--- src/rtl/axis_vip_pkg.sv ---
// rtl/axis_vip_pkg.sv - shared types, constants and helpers for the AXI-Stream master VIP
package axis_vip_pkg;

  // Generator state: wait for first enabled cycle, stream beats, finished
  typedef enum logic [1:0] {
    IDLE = 2'd0,
    SEND = 2'd1,
    DONE = 2'd2
  } state_t;

  // Width of the free-running beat, beat-in-frame and frame counters
  localparam int BEAT_CNT_W = 32;

  // Port width for optional fields: a zero-width field still gets one bit
  function automatic int max1(input int w);
    return (w > 1) ? w : 1;
  endfunction

endpackage

--- src/rtl/axis_vip_frame_gen.sv ---
// rtl/axis_vip_frame_gen.sv - beat/frame counters and IDLE/SEND/DONE sequencing (optional AXIS_VIP_MASTER_IDLE_GAP_EN)
module axis_vip_frame_gen
  import axis_vip_pkg::*;
#(
  parameter int FRAME_LEN  = 16,
  parameter int NUM_FRAMES = 2
) (
  input  logic                  aclk,
  input  logic                  rst,
  input  logic                  en,
  input  logic                  ready,
  output logic                  valid,
  output logic                  last,
  output logic [BEAT_CNT_W-1:0] beat_cnt,
  output logic [BEAT_CNT_W-1:0] beat_idx,
  output logic [BEAT_CNT_W-1:0] frame_idx
);

  localparam logic [BEAT_CNT_W-1:0] LAST_BEAT   = BEAT_CNT_W'(FRAME_LEN - 1);
  localparam logic [BEAT_CNT_W-1:0] FINAL_FRAME = BEAT_CNT_W'(NUM_FRAMES - 1);

  state_t state;
  state_t state_nxt;
  logic   xfer;
  logic   at_last_beat;
  logic   frame_end;
  logic   run_end;

  // A beat moves only on an enabled edge while we are presenting one
  assign xfer         = en && (state == SEND) && ready;
  assign at_last_beat = (beat_idx == LAST_BEAT);
  assign frame_end    = xfer && at_last_beat;
  assign run_end      = frame_end && (NUM_FRAMES != 0) && (frame_idx == FINAL_FRAME);

  // State register; a disabled clock leaves the state untouched
  always_ff @(posedge aclk or posedge rst) begin
    if (rst) begin
      state <= IDLE;
    end else if (en) begin
      state <= state_nxt;
    end
  end

  // Next state and beat qualifiers; the optional inter-frame gap reuses IDLE for one cycle
  always_comb begin
    state_nxt = state;
    valid     = 1'b0;
    last      = 1'b0;
    case (state)
      IDLE: begin
        if (en) begin
          state_nxt = SEND;
        end
      end
      SEND: begin
        valid = 1'b1;
        last  = at_last_beat;
        if (run_end) begin
          state_nxt = DONE;
        end
`ifdef AXIS_VIP_MASTER_IDLE_GAP_EN
        else if (frame_end) begin
          state_nxt = IDLE;
        end
`endif
      end
      DONE: begin
        state_nxt = DONE;
      end
      default: begin
        state_nxt = IDLE;
      end
    endcase
  end

  // Counters advance once per accepted beat; frame index steps on the last beat
  always_ff @(posedge aclk or posedge rst) begin
    if (rst) begin
      beat_cnt  <= '0;
      beat_idx  <= '0;
      frame_idx <= '0;
    end else if (xfer) begin
      beat_cnt <= beat_cnt + BEAT_CNT_W'(1);
      if (at_last_beat) begin
        beat_idx  <= '0;
        frame_idx <= frame_idx + BEAT_CNT_W'(1);
      end else begin
        beat_idx <= beat_idx + BEAT_CNT_W'(1);
      end
    end
  end

endmodule

--- src/rtl/axis_vip_master.sv ---
// rtl/axis_vip_master.sv - AXI-Stream master VIP top: parameter/port adaptation around the frame generator (optional AXIS_VIP_MASTER_IDLE_GAP_EN)
module axis_vip_master
  import axis_vip_pkg::*;
#(
  parameter int TDATA_WIDTH = 32,
  parameter int TUSER_WIDTH = 0,
  parameter int TID_WIDTH   = 0,
  parameter int TDEST_WIDTH = 0,
  parameter int HAS_TREADY  = 1,
  parameter int HAS_TSTRB   = 0,
  parameter int HAS_TKEEP   = 0,
  parameter int HAS_TLAST   = 0,
  parameter int HAS_ARESETN = 1,
  parameter int HAS_ACLKEN  = 0,
  parameter int FRAME_LEN   = 16,
  parameter int NUM_FRAMES  = 2
) (
  input  logic                          aclk,
  input  logic                          areset,
  input  logic                          aclken,
  output logic [TDATA_WIDTH-1:0]        m_axis_tdata,
  output logic [max1(TDEST_WIDTH)-1:0]  m_axis_tdest,
  output logic [max1(TID_WIDTH)-1:0]    m_axis_tid,
  output logic [TDATA_WIDTH/8-1:0]      m_axis_tkeep,
  output logic                          m_axis_tlast,
  output logic                          m_axis_tvalid,
  output logic [TDATA_WIDTH/8-1:0]      m_axis_tstrb,
  output logic [max1(TUSER_WIDTH)-1:0]  m_axis_tuser,
  input  logic                          m_axis_tready
);

  localparam int TDEST_W = max1(TDEST_WIDTH);
  localparam int TUSER_W = max1(TUSER_WIDTH);

  logic                  rst_eff;
  logic                  en_eff;
  logic                  ready_eff;
  logic                  gen_valid;
  logic                  gen_last;
  logic [BEAT_CNT_W-1:0] beat_cnt;
  logic [BEAT_CNT_W-1:0] beat_idx;
  logic [BEAT_CNT_W-1:0] frame_idx;

  // Optional control inputs collapse to their inactive value when not honoured
  assign rst_eff   = (HAS_ARESETN != 0) ? areset : 1'b0;
  assign en_eff    = (HAS_ACLKEN != 0) ? aclken : 1'b1;
  assign ready_eff = (HAS_TREADY != 0) ? m_axis_tready : 1'b1;

  axis_vip_frame_gen #(
    .FRAME_LEN  (FRAME_LEN),
    .NUM_FRAMES (NUM_FRAMES)
  ) IF (
    .aclk      (aclk),
    .rst       (rst_eff),
    .en        (en_eff),
    .ready     (ready_eff),
    .valid     (gen_valid),
    .last      (gen_last),
    .beat_cnt  (beat_cnt),
    .beat_idx  (beat_idx),
    .frame_idx (frame_idx)
  );

  // Every output is a pure function of registered state, so stalls hold them stable
  assign m_axis_tvalid = gen_valid;
  assign m_axis_tdata  = TDATA_WIDTH'(beat_cnt);
  assign m_axis_tlast  = (HAS_TLAST != 0) ? gen_last : 1'b0;
  assign m_axis_tdest  = (TDEST_WIDTH > 0) ? TDEST_W'(frame_idx) : '0;
  assign m_axis_tuser  = (TUSER_WIDTH > 0) ? TUSER_W'(beat_idx) : '0;
  assign m_axis_tid    = '0;
  assign m_axis_tkeep  = '1;
  assign m_axis_tstrb  = '1;

endmodule

--- config.mk ---
export PLATFORM = sky130hd
export DESIGN_NAME = axis_vip_master
export DESIGN_NICKNAME = d
export VERILOG_FILES = /design/src/rtl/axis_vip_pkg.sv /design/src/rtl/axis_vip_frame_gen.sv /design/src/rtl/axis_vip_master.sv
export SDC_FILE = /design/constraint.sdc
export NUM_CORES = 1
export LEC_CHECK = 0
export BUFFER_PORTS_ARGS = -buffer_cell sky130_fd_sc_hd__buf_2
export CAP_MARGIN = 20
export CORE_ASPECT_RATIO = 0.75
export CORE_MARGIN = 2
export CORE_UTILIZATION = 25
export DETAILED_ROUTE_END_ITERATION = 12
export GPL_TIMING_DRIVEN = 0
export HOLD_SLACK_MARGIN = 0.05
export PLACE_DENSITY = 0.45
export SETUP_SLACK_MARGIN = 0.05
export SLEW_MARGIN = 20
export SYNTH_ARGS = -nofsm -noshare
export SYNTH_HDL_FRONTEND = slang
export SYNTH_SLANG_ARGS = --single-unit
--- constraint.sdc ---
create_clock -name aclk -period 4.15 [get_ports aclk]
set_input_delay 0.83 -clock aclk [delete_from_list [all_inputs] [get_ports aclk]]
set_output_delay 0.83 -clock aclk [all_outputs]
set_load 0.02 [all_outputs]
### Yosys cells after proc, flatten, opt, wreduce, memory -nomap -nowiden

Index checks and enable logic that the tools add are counted.

| word-level totals | value |
|---|---|
| bits of input ports | 4 |
| bits in writable memories | 0 |
| bits in registers | 98 |
| memories | 0 |
| latch bits | 0 |
| ROM bits | 0 |
| logic and storage cells | 21 |
| output and inout port bits | 45 |

| operators by class | value |
|---|---|
| equality and inequality tests | 5 |
| reduce and logical (&&, ||, !) cells | 5 |
| $add $sub $neg | 3 |
| order comparisons | 0 |
| divide/modulo/power cells | 0 |
| bitwise logic cells | 0 |
| multipliers | 0 |
| mux-type cells | 4 |
| shifts and indexed selects | 0 |

Operators with widths:

| cell | count |
|---|---|
| adder 32 x 1 -> 32 bit (second input constant) | 3 |
| equality test 32 x 1 -> 1 bit (second input constant) | 1 |
| equality test 32 x 4 -> 1 bit (second input constant) | 1 |
| two-way mux 32 bit | 1 |
| case mux 2 bit (3 select lines) | 1 |
| logical AND 1 bit | 3 |
| equality test 2 x 1 -> 1 bit (second input constant) | 1 |
| equality test 2 bit (second input constant) | 1 |
| zero test 2 bit | 1 |
| two-way mux 2 bit | 1 |
| inequality test 2 x 1 -> 1 bit (second input constant) | 1 |
| AND reduction 2 bit | 1 |
| two-way mux 1 bit | 1 |

### Logic depth before layout (Yosys ltp)

Gate-level depths: netlist of run 1.

| logic depth | value |
|---|---|
| word-level depth | 6 |
| depth in mapped cells | 8 |
| mapped depth without buffers | 7 |

### Modules after synthesis

A second synthesis of run 1 with hierarchy kept.

| unflattened totals | value |
|---|---|
| cell total of the unflattened synthesis | 439 |
| area, all modules | 4783.3 sq um |

Modules (own cells, without submodules):

| module | area each (sq um) | cells each | instances |
|---|---|---|---|
| axis_vip_frame_gen | 4685.7 | 425 | 1 |
| axis_vip_master | 97.6 | 14 | 1 |

### Worst setup path after synthesis of run 1

OpenSTA, ideal clock, no wires.

| path | value |
|---|---|
| path type | register to register |
| start point | reg IF.beat_idx[14] |
| end point | reg IF.state[0] |
| path buffers | 0 |
| setup time | 0.128 ns |
| cell stages (with the launch flop) | 6 |
| data arrival time | 2.496 ns |
| setup slack | 1.526 ns |
| period minus slack after synthesis | 2.624 ns |
| path through | dfrtp_1 or4_1 or4_4 or4_1 o21ai_2 mux2_1 |

| on the way | value |
|---|---|
| word-level cells in the longest chain between the ends | 4 |

Ends and longest elaborated chain:

| what | line | text |
|---|---|---|
| from (decl) | axis_vip_frame_gen.sv:15 | `output logic [BEAT_CNT_W-1:0] beat_idx,` |
| from (signal assigned) | axis_vip_frame_gen.sv:88 | `beat_idx <= beat_idx + BEAT_CNT_W'(1);` |
| equality test 32 x 4 -> 1 bit | axis_vip_frame_gen.sv:31 | `assign at_last_beat = (beat_idx == LAST_BEAT);` |
| logical AND 1 bit | axis_vip_frame_gen.sv:32 | `assign frame_end = xfer && at_last_beat;` |
| logical AND 1 bit | axis_vip_frame_gen.sv:33 | `assign run_end = frame_end && (NUM_FRAMES != 0) && (frame_idx == FINAL_FRAME);` |
| inequality test 2 x 1 -> 1 bit (no line) | -- |  |
| to (signal assigned) | axis_vip_frame_gen.sv:40 | `state <= state_nxt;` |
| to (decl) | axis_vip_frame_gen.sv:22 | `state_t state;` |

No other way between the ends.
A chain may end at the register's enable or synchronous reset.

### Worst setup path after layout of run 1

| path | value |
|---|---|
| start point | reg IF.beat_idx[0] |
| end point | reg IF.frame_idx[10] |

| on the way | value |
|---|---|
| word-level cells in the longest chain between the ends | 2 |

Ends and longest elaborated chain:

| what | line | text |
|---|---|---|
| equality test 32 x 4 -> 1 bit | axis_vip_frame_gen.sv:31 |  |
| AND reduction 2 bit (no line) | -- |  |
| to (signal assigned) | axis_vip_frame_gen.sv:86 | `frame_idx <= frame_idx + BEAT_CNT_W'(1);` |
| to (decl) | axis_vip_frame_gen.sv:16 | `output logic [BEAT_CNT_W-1:0] frame_idx` |

No other way between the ends.

==> results of run 1 <==
[worst max path at each step]
stage / depth (start not counted) / from / end
after floorplan: 1 / areset / IF.beat_cnt[0]
after global placement: 2 / areset / IF.beat_idx[27]
after detailed placement: 7 / m_axis_tready / IF.beat_cnt[31]
after CTS: 8 / IF.state[1] / IF.beat_cnt[31]
after global routing: 6 / IF.beat_idx[0] / IF.frame_idx[10]
final: 6 / IF.beat_idx[0] / IF.frame_idx[10]
[metal layers]
metal,GRT usage,vias to the layer above
met4,0.0352,0
met2,0.146,75
li1,-,1596
met3,0.0303,12
met5,0,-
met1,0.148,1574
[worst max-delay path, cell delays in order (launching register included)]
cell	delay (ps)
sky130_fd_sc_hd__dfrtp_1	400
sky130_fd_sc_hd__ha_1	270
sky130_fd_sc_hd__or4bb_1	520
sky130_fd_sc_hd__nor4_1	660
sky130_fd_sc_hd__nand3_1	470
sky130_fd_sc_hd__nor3_1	350
sky130_fd_sc_hd__xor2_1	200
[where the power goes]
part           switching, mW  total (mW)  internal (mW)
registers             0.0785        1.09           1.01
logic                  0.149       0.242         0.0933
clock network          0.380       0.790          0.411
total                  0.607        2.12           1.51
[layout make-up]
class	count	area, um^2	area share
sequential	98	2450	0.451
clock inverter	6	51.3	0.00943
tap	242	303	0.0556
buffer	14	97.6	0.0179
timing repair buffer	36	203	0.0372
multi-input combinational	315	2060	0.379
clock buffer	9	225	0.0414
inverter	11	46.3	0.00851
[synth_stat cells (all sizes together)]
cell type   n
inv        11
buf        12
or4         6
and3        8
nand3      40
dfrtp      98
nand2b      1
mux2        2
o21ai       3
a21o        1
nor3       15
nor3b       1
nand2      37
nor4b       2
clkbuf      2
nand4      29
or4bb       1
and2        6
xor2       26
xnor2      66
conb        2
ha          6
and4       11
nor4       17
nor2       25
[state kept, by name, indices dropped and copies added, names as in the netlist]
name          flops
IF.frame_idx     32
IF.state          2
IF.beat_cnt      32
IF.beat_idx      32
[through the flow]
stage	power [mW]	setup TNS [ps]	std cells	cell area, um^2	setup WS [ps]
2_1_floorplan	1.26	0	438	4650	758
3_3_place_gp	1.34	-55270	715	5130	-568
3_5_place_dp	1.35	0	716	5160	738
4_1_cts	2.15	0	731	5440	905
5_1_grt	2.22	0	731	5440	983
6_report	2.12	0	731	5440	1200
[cell families (layout without fill, tap and decap cells)]
logic type / count (synthesis) / after routing / share of synthesized area
adder cells (fa/ha/maj): 6 / 6 / 0.0163
flip-flops: 98 / 98 / 0.532
multiplexers: 2 / 2 / 0.00488
other: 2 / 12 / 0.00163
buffers and inverters: 25 / 76 / 0.0301
AO/OA/AOI/OAI: 4 / 4 / 0.00570
AND/OR/NAND/NOR: 199 / 199 / 0.235
XOR/XNOR: 92 / 92 / 0.175
==> flow_summary.html, run 1 <==
<table>
<tr><th>Metric</th><th>Value</th></tr>
<tr><th colspan="2">Outcome</th></tr>
<tr><td>Result of the run</td><td>completed</td></tr>
<tr><th colspan="2">Drt</th></tr>
<tr><td>Aggregate routed wire length</td><td>9.54 mm</td></tr>
<tr><td>DRT Pass-1 Iters</td><td>5</td></tr>
<tr><td>Routed length on met3</td><td>just under 500 um</td></tr>
<tr><td>DRC marker count from the first detailed-route iteration</td><td>between 150 and 200</td></tr>
<tr><td>Detailed-route wire length on metal 1</td><td>5.02 mm</td></tr>
<tr><td>Highest routed metal layer</td><td>met4</td></tr>
<tr><td>Via density per instance</td><td>~4.5</td></tr>
<tr><td>Via count</td><td>~3.3k</td></tr>
<tr><td>Remaining number of nets flagged by the antenna check after routing</td><td>0</td></tr>
<tr><td>Mean routed wirelength per cell</td><td>13.1 um</td></tr>
<tr><td>Sum of met2 wire segment lengths after detailed routing</td><td>3.90 mm</td></tr>
<tr><td>DRC violation count after routing</td><td>0</td></tr>
<tr><th colspan="2">Final layout</th></tr>
<tr><td>Number of nets in the layout</td><td>around 500</td></tr>
<tr><td>Leading cell type in the layout, fill and taps excluded</td><td>sky130_fd_sc_hd__dfrtp_1</td></tr>
<tr><td>Final standard cell utilization of the core</td><td>0.305</td></tr>
<tr><td>Top library cells by usage in the layout, fill and taps aside</td><td>sky130_fd_sc_hd__dfrtp_1 (98), sky130_fd_sc_hd__xnor2_1 (66), sky130_fd_sc_hd__nand3_1 (40)</td></tr>
<tr><td>Ant. Diodes</td><td>0</td></tr>
<tr><td>P&amp;R area growth vs syn</td><td>18.0%</td></tr>
<tr><td>Fill cell total of the finished layout</td><td>between 1.5k and 2k</td></tr>
<tr><td>Fraction of final layout cells sized beyond drive strength 1</td><td>0.141</td></tr>
<tr><th colspan="2">STA</th></tr>
<tr><td>Final hold slack</td><td>473 ps</td></tr>
<tr><td>Number of endpoints failing setup at the final stage</td><td>0</td></tr>
<tr><td>Worst Tran Pin Value</td><td>around 940 ps</td></tr>
<tr><td>Setup repair after global routing missed its margin</td><td>false</td></tr>
<tr><td>Max-Slew Margin vs Limit</td><td>0.367</td></tr>
<tr><td>Post-route clock skew</td><td>8.04 ps</td></tr>
<tr><td>Timing-limited maximum frequency</td><td>between 300 and 400 MHz</td></tr>
<tr><td>Post-route minimum period</td><td>2950 ps</td></tr>
<tr><td>Final max-slew violation count</td><td>0</td></tr>
<tr><td>Crit share post-route</td><td>0.711</td></tr>
<tr><td>Hold Fails Final Rpt</td><td>0</td></tr>
<tr><th colspan="2">Power and ir drop</th></tr>
<tr><td>Worst vdd ir</td><td>between 0.00015 and 0.0002 V</td></tr>
<tr><td>Leakage component of the power</td><td>2.49 nW</td></tr>
<tr><td>PwrDens</td><td>between 300 and 400 nW/um^2</td></tr>
<tr><th colspan="2">Clocking</th></tr>
<tr><td>Clock-pin slew reported for the worst setup and hold paths after clock tree synthesis</td><td>approximately 70 ps</td></tr>
<tr><td>Number of resized instances in the post-cts repair step</td><td>0</td></tr>
<tr><td>Root buffer selected by CTS</td><td>sky130_fd_sc_hd__clkbuf_16</td></tr>
<tr><td>Post-CTS Setup Repair Bufs</td><td>0</td></tr>
<tr><td>TritonCTS clock tree</td><td>built</td></tr>
<tr><td>Num Clock Sinks</td><td>98</td></tr>
<tr><td>H-tree depth reported by CTS</td><td>3</td></tr>
<tr><td>Number of buffers on the longest clock path</td><td>2</td></tr>
<tr><td>CTS Hold Bufs</td><td>0</td></tr>
<tr><td>Number of CTS-inserted buffers</td><td>9</td></tr>
<tr><td>Clock latency on the worst-skew pair</td><td>approximately 340 ps</td></tr>
<tr><th colspan="2">Worst setup path</th></tr>
<tr><td>Kind of capture point of the worst setup path</td><td>flop</td></tr>
<tr><td>Type of the worst setup path</td><td>reg -&gt; reg</td></tr>
<tr><td>Top fanout value on the critical path</td><td>9</td></tr>
<tr><td>Data required time at the worst endpoint</td><td>between 4000 and 5000 ps</td></tr>
<tr><td>Reg2reg end</td><td>IF.frame_idx[10]</td></tr>
<tr><td>Arr. time, crit path</td><td>3210 ps</td></tr>
<tr><td>Crit path launch type</td><td>flop</td></tr>
<tr><td>Register-to-register path setup slack</td><td>roughly 1200 ps</td></tr>
<tr><td>FF-to-FF path depth</td><td>6</td></tr>
<tr><td>Worst reg2reg path startpoint</td><td>IF.beat_idx[0]</td></tr>
<tr><th colspan="2">Placement</th></tr>
<tr><td># port buffers</td><td>35</td></tr>
<tr><td>Routability-driven placement congestion ratio</td><td>between 0.7 and 0.8</td></tr>
<tr><td>Detailed placer's ending HPWL</td><td>slightly below 7 mm</td></tr>
<tr><th colspan="2">Hold path</th></tr>
<tr><td>Worst hold start</td><td>IF.frame_idx[31]</td></tr>
<tr><td>Endpoint of the worst hold path</td><td>IF.frame_idx[31]</td></tr>
<tr><td>Worst min-delay path class</td><td>reg -&gt; reg</td></tr>
<tr><td>Hold Crit Depth</td><td>1</td></tr>
<tr><th colspan="2">Floorplan</th></tr>
<tr><td>Floorplan die area</td><td>slightly below 20000 um^2</td></tr>
<tr><td>Core ar.</td><td>between 15000 and 20000 um^2</td></tr>
<tr><td>Initial cell density of the core</td><td>0.258</td></tr>
<tr><td>Standard-cell rows</td><td>between 40 and 50</td></tr>
<tr><td>Y dimension of the die</td><td>122 um</td></tr>
<tr><td>Count of boundary I/O pins</td><td>49</td></tr>
<tr><td>Chip width</td><td>around 160 um</td></tr>
<tr><th colspan="2">GRT</th></tr>
<tr><td>Vias in the first global route</td><td>about 3.1k</td></tr>
<tr><td>GRT Overall Usage</td><td>0.102</td></tr>
<tr><td>Global-route wire length before repair</td><td>between 15 and 20 mm</td></tr>
<tr><td>Total overflow reported by the global router</td><td>0</td></tr>
<tr><td>Largest net degree at the start of global routing</td><td>58</td></tr>
<tr><td>Number of antenna violations at the first check in global routing</td><td>0</td></tr>
<tr><th colspan="2">Logic synthesis</th></tr>
<tr><td>YS warnings</td><td>0</td></tr>
<tr><td>Share of the yosys chip area belonging to registers</td><td>0.532</td></tr>
<tr><td>Post-Synthesis Mean Instance Area</td><td>10.8 um^2</td></tr>
<tr><td>Post-synthesis cell area</td><td>approximately 4600 um^2</td></tr>
<tr><td>Area fraction of the dominant cell type after synthesis</td><td>0.532</td></tr>
<tr><td>Synth Register Bits</td><td>98</td></tr>
<tr><td>Largest cells by area after synthesis</td><td>sky130_fd_sc_hd__dfrtp_1 (53%), sky130_fd_sc_hd__xnor2_1 (13%), sky130_fd_sc_hd__xor2_1 (4.9%)</td></tr>
<tr><td>Cell count after synthesis</td><td>between 400 and 500</td></tr>
<tr><td>Yosys top cell by area</td><td>sky130_fd_sc_hd__dfrtp_1</td></tr>
<tr><td>Count of different cell masters after synthesis</td><td>29</td></tr>
<tr><th colspan="2">Flow run</th></tr>
<tr><td>Count of maximum capacitance violations</td><td>0</td></tr>
</table>
(Power assumes the default switching activity.)
==> run 2, diff against run 1 <==
==> constraint.sdc (replaced) <==
create_clock -name aclk -period 2.8 [get_ports aclk]
set_input_delay 0.56 -clock aclk [delete_from_list [all_inputs] [get_ports aclk]]
set_output_delay 0.56 -clock aclk [all_outputs]
set_load 0.02 [all_outputs]
==> run 2 against run 1 <==
- final cell count grew 1.8%
- design area rose by 5.7%
- hold slack lost 170 ps
- combinational power up 78%
- sequential power up 48%
- critical path type unchanged
==> flow_summary.html, run 2 (synthesis results as in run 1) <==
<table>
<tr><th>Metric</th><th>Value</th></tr>
<tr><th colspan="2">GRT</th></tr>
<tr><td>GRT Overall Usage</td><td>0.105 (+0.00292)</td></tr>
<tr><td>Vias in the first global route</td><td>3172 (+1.8%)</td></tr>
<tr><td>Total overflow reported by the global router</td><td>0 (unchanged)</td></tr>
<tr><td>Largest net degree at the start of global routing</td><td>28 (-52%)</td></tr>
<tr><td>Number of antenna violations at the first check in global routing</td><td>0 (unchanged)</td></tr>
<tr><td>Global-route wire length before repair</td><td>16.4 mm (+2.6%)</td></tr>
<tr><th colspan="2">Worst setup path</th></tr>
<tr><td>Data required time at the worst endpoint</td><td>3030 ps (-1380 ps)</td></tr>
<tr><td>Reg2reg end</td><td>IF.state[0]</td></tr>
<tr><td>Arr. time, crit path</td><td>2910 ps (-300 ps)</td></tr>
<tr><td>Top fanout value on the critical path</td><td>3 (-6)</td></tr>
<tr><td>Kind of capture point of the worst setup path</td><td>flop</td></tr>
<tr><td>Crit path launch type</td><td>flop</td></tr>
<tr><td>Worst reg2reg path startpoint</td><td>IF.beat_idx[1]</td></tr>
<tr><td>Register-to-register path setup slack</td><td>110 ps (-1080 ps)</td></tr>
<tr><td>Type of the worst setup path</td><td>reg -&gt; reg</td></tr>
<tr><td>FF-to-FF path depth</td><td>6 (unchanged)</td></tr>
<tr><th colspan="2">Clocking</th></tr>
<tr><td>Root buffer selected by CTS</td><td>sky130_fd_sc_hd__clkbuf_16</td></tr>
<tr><td>Number of buffers on the longest clock path</td><td>2 (unchanged)</td></tr>
<tr><td>H-tree depth reported by CTS</td><td>3 (unchanged)</td></tr>
<tr><td>CTS Hold Bufs</td><td>0 (unchanged)</td></tr>
<tr><td>Number of CTS-inserted buffers</td><td>9 (unchanged)</td></tr>
<tr><td>Num Clock Sinks</td><td>98 (unchanged)</td></tr>
<tr><td>TritonCTS clock tree</td><td>built</td></tr>
<tr><td>Clock-pin slew reported for the worst setup and hold paths after clock tree synthesis</td><td>60 ps (about the same)</td></tr>
<tr><td>Clock latency on the worst-skew pair</td><td>340 ps (about the same)</td></tr>
<tr><th colspan="2">Flow run</th></tr>
<tr><td>Count of maximum capacitance violations</td><td>0 (unchanged)</td></tr>
<tr><th colspan="2">STA</th></tr>
<tr><td>Hold Fails Final Rpt</td><td>0 (unchanged)</td></tr>
<tr><td>Post-route minimum period</td><td>2690 ps (-265 ps)</td></tr>
<tr><td>Fin worst setup slack</td><td>115 ps (-1080 ps)</td></tr>
<tr><td>Crit share post-route</td><td>0.959 (+0.248)</td></tr>
<tr><td>Timing-limited maximum frequency</td><td>372 MHz (+9.9%)</td></tr>
<tr><td>Max-Slew Margin vs Limit</td><td>0.472 (+0.105)</td></tr>
<tr><td>Setup repair after global routing missed its margin</td><td>true</td></tr>
<tr><td>Final max-slew violation count</td><td>0 (unchanged)</td></tr>
<tr><td>Post-route clock skew</td><td>7.68 ps (-0.363 ps)</td></tr>
<tr><td>Number of endpoints failing setup at the final stage</td><td>0 (unchanged)</td></tr>
<tr><td>Worst Tran Pin Value</td><td>785 ps (-156 ps)</td></tr>
<tr><th colspan="2">Floorplan</th></tr>
<tr><td>Chip width</td><td>161 um (unchanged)</td></tr>
<tr><td>Initial cell density of the core</td><td>0.258 (unchanged)</td></tr>
<tr><td>Core ar.</td><td>17900 um^2 (unchanged)</td></tr>
<tr><td>Count of boundary I/O pins</td><td>49 (unchanged)</td></tr>
<tr><td>Floorplan die area</td><td>19600 um^2 (unchanged)</td></tr>
<tr><td>Y dimension of the die</td><td>122 um (unchanged)</td></tr>
<tr><td>Standard-cell rows</td><td>42 (unchanged)</td></tr>
<tr><th colspan="2">Power and ir drop</th></tr>
<tr><td>Net Sw Power</td><td>899 uW (+48%)</td></tr>
<tr><td>Cell Int Power</td><td>2.71 mW (+80%)</td></tr>
<tr><td>Seq pwr share</td><td>0.446 (-0.066)</td></tr>
<tr><td>PwrDens</td><td>628 nW/um^2 (+62%)</td></tr>
<tr><td>Share of total power in the clock network</td><td>0.435 (+0.062)</td></tr>
<tr><td>Worst vdd ir</td><td>0.000285 V (+67%)</td></tr>
<tr><td>Proportion of power drawn by combinational gates</td><td>0.119 (+0.005)</td></tr>
<tr><td>Leakage component of the power</td><td>2.65 nW (+6.7%)</td></tr>
<tr><td>Switching portion of total power</td><td>0.249 (-0.0377)</td></tr>
<tr><th colspan="2">Drt</th></tr>
<tr><td>Mean routed wirelength per cell</td><td>13.2 um (+1.2%)</td></tr>
<tr><td>Via density per instance</td><td>4.41 (-0.96%)</td></tr>
<tr><td>Remaining number of nets flagged by the antenna check after routing</td><td>0 (unchanged)</td></tr>
<tr><td>DRT Pass-1 Iters</td><td>4 (-1)</td></tr>
<tr><td>DRC violation count after routing</td><td>0 (unchanged)</td></tr>
<tr><td>DRC marker count from the first detailed-route iteration</td><td>269 (+63%)</td></tr>
<tr><td>Aggregate routed wire length</td><td>9.83 mm (+3.0%)</td></tr>
<tr><td>Via count</td><td>3283 (+0.80%)</td></tr>
<tr><th colspan="2">Final layout</th></tr>
<tr><td>Leading cell type in the layout, fill and taps excluded</td><td>sky130_fd_sc_hd__dfrtp_1</td></tr>
<tr><td>Top library cells by usage in the layout, fill and taps aside</td><td>sky130_fd_sc_hd__dfrtp_1 (97), sky130_fd_sc_hd__xnor2_1 (66), sky130_fd_sc_hd__nand3_1 (40)</td></tr>
<tr><td>Fraction of final layout cells sized beyond drive strength 1</td><td>0.183 (+0.0422)</td></tr>
<tr><td>Fill cell total of the finished layout</td><td>1838 (+0.054%)</td></tr>
<tr><td>P&amp;R area growth vs syn</td><td>24.7%</td></tr>
<tr><td>Area of the multi-input gates</td><td>2150 um^2 (+4.0%)</td></tr>
<tr><td>Area used by sequential logic in the layout</td><td>2450 um^2 (about the same)</td></tr>
<tr><td>Number of nets in the layout</td><td>507 (+2.4%)</td></tr>
<tr><td>Ant. Diodes</td><td>0 (unchanged)</td></tr>
<tr><td>Largest registers</td><td>IF.beat_cnt: 32 flops, IF.beat_idx: 32 flops, IF.frame_idx: 32 flops</td></tr>
<tr><td>Non-filler instance count after layout</td><td>744 (+1.8%)</td></tr>
<tr><th colspan="2">Placement</th></tr>
<tr><td>Placed insts</td><td>718 (+0.28%)</td></tr>
<tr><td>Detailed placer's ending HPWL</td><td>6.99 mm (+1.9%)</td></tr>
<tr><td>Worst setup timing slack at the placement stage</td><td>-438 ps (-1180 ps)</td></tr>
<tr><td>Routability-driven placement congestion ratio</td><td>0.754 (-2.5%)</td></tr>
<tr><td># port buffers</td><td>35 (unchanged)</td></tr>
<tr><th colspan="2">Hold path</th></tr>
<tr><td>Worst min-delay path class</td><td>in -&gt; async</td></tr>
<tr><th colspan="2">Outcome</th></tr>
<tr><td>Result of the run</td><td>completed</td></tr>
</table>
==> run 2: cell types whose count changed in the layout (fill, tap and decap cells not counted), sizes merged <==
cell      delta
buf         +12
bufinv       +4
clkbuf       +3
clkinv       -1
clkinvlp     -2
inv          -3
==> run 2: how the worst max path moves through the flow <==
stage,cells past startpoint,endpoint,start,slack (ps)
final,6,IF.state[0],IF.beat_idx[1],110
after global routing,7,IF.beat_idx[21],IF.state[1],-20
after CTS,8,IF.beat_cnt[31],IF.state[1],40
after detailed placement,8,IF.beat_cnt[31],IF.state[1],-440
after global placement,8,IF.beat_cnt[31],IF.state[1],-390
after floorplan,5,IF.state[0],IF.beat_idx[14],180
==> run 2: layer usage <==
metal / up-vias / routed length [um] / part of all wire / track usage
met1: 1594 / 5120 / 0.52 / 0.151
li1: 1614 / - / - / -
met5: - / 0 / 0 / 0
met3: 7 / 499 / 0.051 / 0.0371
met2: 68 / 4150 / 0.42 / 0.153
met4: 0 / 57 / 0.0058 / 0.0223
==> run 2: through the flow <==
| stage | setup TNS (ps) | power, mW | hold slack (ps) | instance area [um^2] | utilization |
|---|---|---|---|---|---|
| 2_1_floorplan | 0 | 1.87 | 443 | 4650 | - |
| 3_3_place_gp | -2000 | 1.99 | 458 | 5130 | 0.287 |
| 3_5_place_dp | -2600 | 2.01 | 470 | 5200 | 0.291 |
| 4_1_cts | 0 | 3.63 | 315 | 5680 | 0.318 |
| 5_1_grt | -17.2 | 3.79 | 333 | 5750 | 0.322 |
| 6_report | 0 | 3.61 | 307 | 5750 | 0.322 |
==> run 2: final cells by class <==
| type | instances | area share |
|---|---|---|
| well taps | 242 | 0.0527 |
| inverters | 11 | 0.00783 |
| flip-flops and latches | 98 | 0.427 |
| clock inverters | 4 | 0.0209 |
| multi-input cells | 315 | 0.373 |
| repair buffers | 48 | 0.0553 |
| clock buffers | 12 | 0.0463 |
| plain buffers | 14 | 0.0170 |
==> run 2: power by group through the flow <==
stage | clock network (mW) | logic, mW | registers [mW]
2_1_floorplan | 0 | 0.207 | 1.66
3_3_place_gp | 0 | 0.353 | 1.63
3_5_place_dp | 0 | 0.370 | 1.64
4_1_cts | 1.62 | 0.402 | 1.61
5_1_grt | 1.69 | 0.477 | 1.63
6_report | 1.57 | 0.430 | 1.61
==> run 2: critical path: stages (launching register included) <==
cell,delay [ps]
sky130_fd_sc_hd__dfrtp_1,390
sky130_fd_sc_hd__ha_4,140
sky130_fd_sc_hd__or4bb_4,530
sky130_fd_sc_hd__or4_4,570
sky130_fd_sc_hd__or4_4,450
sky130_fd_sc_hd__o21ai_4,170
sky130_fd_sc_hd__mux2_1,330
==> run 2: repair_timing <==
action | CTS | global route
resized for setup | 10 | 6
pin swaps | 2 | 5
buffers inserted | 5 | 5
setup endpoints to repair | 26 | 19
